[config.mk]
export PLATFORM = sky130hd
export DESIGN_NAME = wb_timeout_bridge
export DESIGN_NICKNAME = d
export VERILOG_FILES = /design/src/rtl/wb_timeout_pkg.sv /design/src/rtl/wb_timeout_bridge.sv
export SDC_FILE = /design/constraint.sdc
export NUM_CORES = 1
export LEC_CHECK = 0
export CAP_MARGIN = 20
export CELL_PAD_IN_SITES_DETAIL_PLACEMENT = 0
export CELL_PAD_IN_SITES_GLOBAL_PLACEMENT = 2
export CORE_MARGIN = 4
export CORE_UTILIZATION = 10
export DETAILED_ROUTE_END_ITERATION = 8
export PLACE_DENSITY = 0.89
export SKIP_CTS_REPAIR_TIMING = 1
export SYNTH_ARGS = -nofsm -noshare
export SYNTH_HDL_FRONTEND = slang
export SYNTH_SLANG_ARGS = --single-unit
[constraint.sdc]
create_clock -name clk -period 2.6 [get_ports clk]
set_input_delay 0.26 -clock clk [delete_from_list [all_inputs] [get_ports clk]]
set_output_delay 0.26 -clock clk [all_outputs]
set_load 0.005 [all_outputs]
[src/rtl/wb_timeout_pkg.sv]
// Shared types and constants for the Wishbone timeout bridge.
package wb_timeout_pkg;

  typedef enum logic [1:0] {
    IDLE     = 2'd0,
    WAIT     = 2'd1,
    ERR_RESP = 2'd2,
    FLUSH    = 2'd3
  } wb_to_state_e;

  localparam int STATS_W = 16;

endpackage

[src/rtl/wb_timeout_bridge.sv]
// Wishbone pass-through bridge that terminates stalled accesses with ERR.
// Optional timeout statistics counter enabled by WB_TIMEOUT_STATS_EN.
module wb_timeout_bridge
  import wb_timeout_pkg::*;
#(
  parameter int WB_ADDR_WIDTH  = 32,
  parameter int WB_DATA_WIDTH  = 32,
  parameter int TIMEOUT_CYCLES = 256
) (
  input  logic                       clk,
  input  logic                       rst,
  // upstream (master side)
  input  logic                       m_cyc_i,
  input  logic                       m_stb_i,
  input  logic                       m_we_i,
  input  logic [WB_ADDR_WIDTH-1:0]   m_adr_i,
  input  logic [WB_DATA_WIDTH-1:0]   m_dat_w_i,
  input  logic [WB_DATA_WIDTH/8-1:0] m_sel_i,
  input  logic [2:0]                 m_cti_i,
  input  logic [1:0]                 m_bte_i,
  output logic [WB_DATA_WIDTH-1:0]   m_dat_r_o,
  output logic                       m_ack_o,
  output logic                       m_err_o,
  // downstream (target slave side)
  output logic                       s_cyc_o,
  output logic                       s_stb_o,
  output logic                       s_we_o,
  output logic [WB_ADDR_WIDTH-1:0]   s_adr_o,
  output logic [WB_DATA_WIDTH-1:0]   s_dat_w_o,
  output logic [WB_DATA_WIDTH/8-1:0] s_sel_o,
  output logic [2:0]                 s_cti_o,
  output logic [1:0]                 s_bte_o,
  input  logic [WB_DATA_WIDTH-1:0]   s_dat_r_i,
  input  logic                       s_ack_i,
  input  logic                       s_err_i,
  // status
  output logic                       timeout_o,
  output logic [STATS_W-1:0]         timeout_count_o
);

  localparam int CNT_W = $clog2(TIMEOUT_CYCLES);
  localparam logic [CNT_W-1:0] CNT_MAX = CNT_W'(TIMEOUT_CYCLES - 1);

  wb_to_state_e     state_q, state_d;
  logic [CNT_W-1:0] cnt_q, cnt_d;

  logic req, resp, pass, err_st;

  assign req  = m_cyc_i & m_stb_i;
  assign resp = s_ack_i | s_err_i;

  // Request cycle counts as the first wait cycle, so ERR lands TIMEOUT_CYCLES after it.
  always_comb begin
    state_d = state_q;
    cnt_d   = cnt_q;
    unique case (state_q)
      IDLE: begin
        if (req && !resp) begin
          state_d = WAIT;
          cnt_d   = CNT_W'(1);
        end
      end
      WAIT: begin
        if (!req || resp) begin
          state_d = IDLE;
          cnt_d   = '0;
        end else if (cnt_q == CNT_MAX) begin
          state_d = ERR_RESP;
          cnt_d   = '0;
        end else begin
          cnt_d = cnt_q + CNT_W'(1);
        end
      end
      ERR_RESP: begin
        state_d = FLUSH;
        cnt_d   = '0;
      end
      FLUSH: begin
        state_d = IDLE;
        cnt_d   = '0;
      end
      default: begin
        state_d = IDLE;
        cnt_d   = '0;
      end
    endcase
  end

  always_ff @(posedge clk) begin
    if (rst) begin
      state_q <= IDLE;
      cnt_q   <= '0;
    end else begin
      state_q <= state_d;
      cnt_q   <= cnt_d;
    end
  end

  assign pass   = !rst && (state_q == IDLE || state_q == WAIT);
  assign err_st = !rst && (state_q == ERR_RESP);

  assign s_cyc_o   = pass & m_cyc_i;
  assign s_stb_o   = pass & m_stb_i;
  assign s_we_o    = m_we_i;
  assign s_adr_o   = m_adr_i;
  assign s_dat_w_o = m_dat_w_i;
  assign s_sel_o   = m_sel_i;
  assign s_cti_o   = m_cti_i;
  assign s_bte_o   = m_bte_i;

  // Late slave responses outside IDLE/WAIT are swallowed here.
  assign m_dat_r_o = pass ? s_dat_r_i : '0;
  assign m_ack_o   = pass & s_ack_i;
  assign m_err_o   = err_st | (pass & s_err_i);
  assign timeout_o = err_st;

`ifdef WB_TIMEOUT_STATS_EN
  logic [STATS_W-1:0] stats_q, stats_d;

  always_comb begin
    stats_d = stats_q;
    if (state_q == ERR_RESP && stats_q != {STATS_W{1'b1}})
      stats_d = stats_q + STATS_W'(1);
  end

  always_ff @(posedge clk) begin
    if (rst) stats_q <= '0;
    else     stats_q <= stats_d;
  end

  assign timeout_count_o = stats_q;
`else
  assign timeout_count_o = '0;
`endif

endmodule

==> results.yml <==
run_status:
  outcome: "complete, no violations"
place:
  gp_congestion: 0.722
  io_buffer_count: 74
  hpwl_um: 3800
yosys:
  syn_inst: 193
  synth_compound_area_frac: 0.0783
  synth_mux_area_frac: 0.00688
  synth-edff-count: 0
  ys_ff_latch: 10
  synth_seq_area_share: 0.138
  synth_area_um2: 1450
  ys_types: 32
  syn_avg_cell_area_um2: 7.53
  synth_top_flop_cell: "dfxtp_1"
  synth_adder_area_share: 0.00861
  synth_top_family_by_area: "buffers and inverters"
  yosys.area_share.simple: 0.288
  synth-xor-area-share: 0
  async_flop_share: 0
  yosys_warnings: 0
clock_tree:
  insertion_delay_ns: 0.23
  path_clk_slew_ns: 0.04
  clockRootBuffer: "clkbuf_16"
  cts_tree: "yes"
  cts_made_buffers: 3
  cts_max_path_buffers: 2
  htree_num_levels: 1
  clock-sinks: 10
pwr:
  swShare: 0.198
  p_int_mw: 0.471
  vdd_ir_drop_max_v: 0.000145
  seqPwrFrac: 0.269
  p_total_mw: 0.587
  power.density_nw_per_um2: 313
  p_leak_nw: 0.653
  p_comb_frac: 0.289
  power_frac_clock: 0.442
  power_switching_mw: 0.116
timing:
  max_freq_mhz: 454
  finalClockSkew_ns: 0.00216
  finalCriticalPeriod_ns: 2.20
  final.setup.tns_ns: 0
  hold_viol_final: 0
  worst_slew_pin_slew_ns: 0.654
  finalMaxSlewViolations: 0
  min_period_over_period: 0.847
  setup_viol: 0
  rsz0062_at_grt: "no"
  maxSlewHeadroom: 0.561
  hold-worst-slack_ns: 0.499
critical_path:
  crit_chain: "clkdlybuf4s50_1 -> nor3b_1 -> a21o_1 -> clkdlybuf4s50_1"
  reg2reg_depth: 5
  critPathArrivalTime_ns: 1.94
  crit_fanout: 6
  cp_common_cell: "clkdlybuf4s50_1"
  crit_type: "in -> out"
  end_kind: "output pin"
  startpoint_type: "input port"
  cp.required_ns: 2.34
  slowest_delay_ns: 0.52
  cpMaxStageDelayCell: "clkdlybuf4s50_1"
hold_path:
  whs_path_depth: 2
  worstHoldPathType: "reg -> reg"
route:
  dr_total_vias: 1151
  drt_wl_total_um: 4280
  ant_nets: 0
  detail_route.iter0.violations: 13
  dr.pass1.iters: 4
  wl_per_cell_um: 11.5
  drcViolationCount: 0
  via_per_inst: 3.09
layout:
  nFillCells: 1589
  regArea_um2: 200
  drive_gt1_frac: 0.0518
  syn2layout_area_growth_pct: 29.0
  fin_nets: 308
  antenna_cells: 0
  multi_input_area_um2: 616
grt:
  grt_pass1_wl_um: 5710
  grt_max_degree: 35
  grt_pass1_vias: 1104
  grt_antenna_before_repair: 0
  grt.overflow.total: 0
  grt_usage: 0.0458
die:
  pin_count: 239
  rows: 43
  die_width_um: 129
  dieArea_um2: 16500
  core-area_um2: 14000
  initial_core_util: 0.104
  dieHeight_um: 129
job:
  maxCapViolations: 0
## power groups by stage
stage                     Combinational (mW)  Sequential (mW)  Clock, mW
after floorplan                        0.158            0.160          0
after global placement                 0.172            0.160          0
after detailed placement               0.173            0.160          0
after CTS                              0.173            0.158      0.265
after global routing                   0.185            0.158      0.271
final                                  0.170            0.158      0.259
## Yosys cell counts, drive strengths merged, types with 2 or more instances
| master | n | area, um^2 |
|---|---|---|
| dfxtp | 10 | 200 |
| nand3 | 4 | 20.0 |
| o21a | 2 | 15.0 |
| nand2 | 3 | 11.3 |
| nor2 | 5 | 18.8 |
| o21ai | 4 | 20.0 |
| or4 | 2 | 15.0 |
| nor3b | 2 | 15.0 |
| buf | 90 | 676 |
| nor3 | 6 | 30.0 |
| and2 | 37 | 231 |
| a21oi | 5 | 25.0 |
| clkbuf | 4 | 15.0 |
## per-layer routing
layer / vias up / GRT usage / part of all wire / wire [um]
met4: 0 / 0.0247 / 0.027 / 115
met2: 102 / 0.0919 / 0.52 / 2210
li1: 524 / - / - / -
met5: - / 0 / 0 / 0
met1: 507 / 0.0341 / 0.29 / 1260
met3: 18 / 0.0232 / 0.16 / 697
## worst paths after layout
path	from	endpoint	slack [ns]
setup / recovery	rst	m_err_o	0.40
hold / removal	cnt_q[6]	cnt_q[6]	0.50
setup reg to reg	cnt_q[0]	cnt_q[3]	0.66
hold reg to reg	cnt_q[6]	cnt_q[6]	0.50
## critical path: cells and delay by family
| family | cells | cell delay (ns) |
|---|---|---|
| compound gates | 1 | 0.16 |
| buf+inv | 2 | 1.01 |
| simple gates | 1 | 0.50 |
## layout by cell type (no fill, tap or decap), drive strengths merged, types with 2 or more instances in the layout
master	count
clkbuf	3
buf	2
dfxtp	10
o21ai	4
or4	2
conb	16
nor3b	2
nand2	3
nand3	4
and2	37
clkdlybuf4s50	74
o21a	2
nor2	5
nor3	6
a21oi	5
## state kept, by name, indices dropped and copies added (netlist names), named ones only
signal	flops
state_q	1
cnt_q	8
## cell families after synthesis
kind of cell / count (synthesis)
muxes: 1
and+or+nand+nor: 68
adders and majority gates: 1
buffers and inverters: 95
other: 1
AOI/OAI and AO/OA: 17
DFF: 10
## stage by stage
stage	cells	util	setup slack (ns)	instance area (um^2)
floorplan	208	-	0.829	1510
global placement	370	0.128	0.353	1800
detailed placement	370	0.128	0.351	1800
CTS	373	0.134	0.349	1880
global route	373	0.134	0.264	1880
finish	373	0.134	0.398	1880
## area by class of cell
type	instances	area share
multi-input combinational	103	0.328
timing repair buffer	76	0.403
inverter	1	0.00200
tap	180	0.120
clock buffer	3	0.0400
sequential	10	0.107
(Power assumes the default switching activity.)
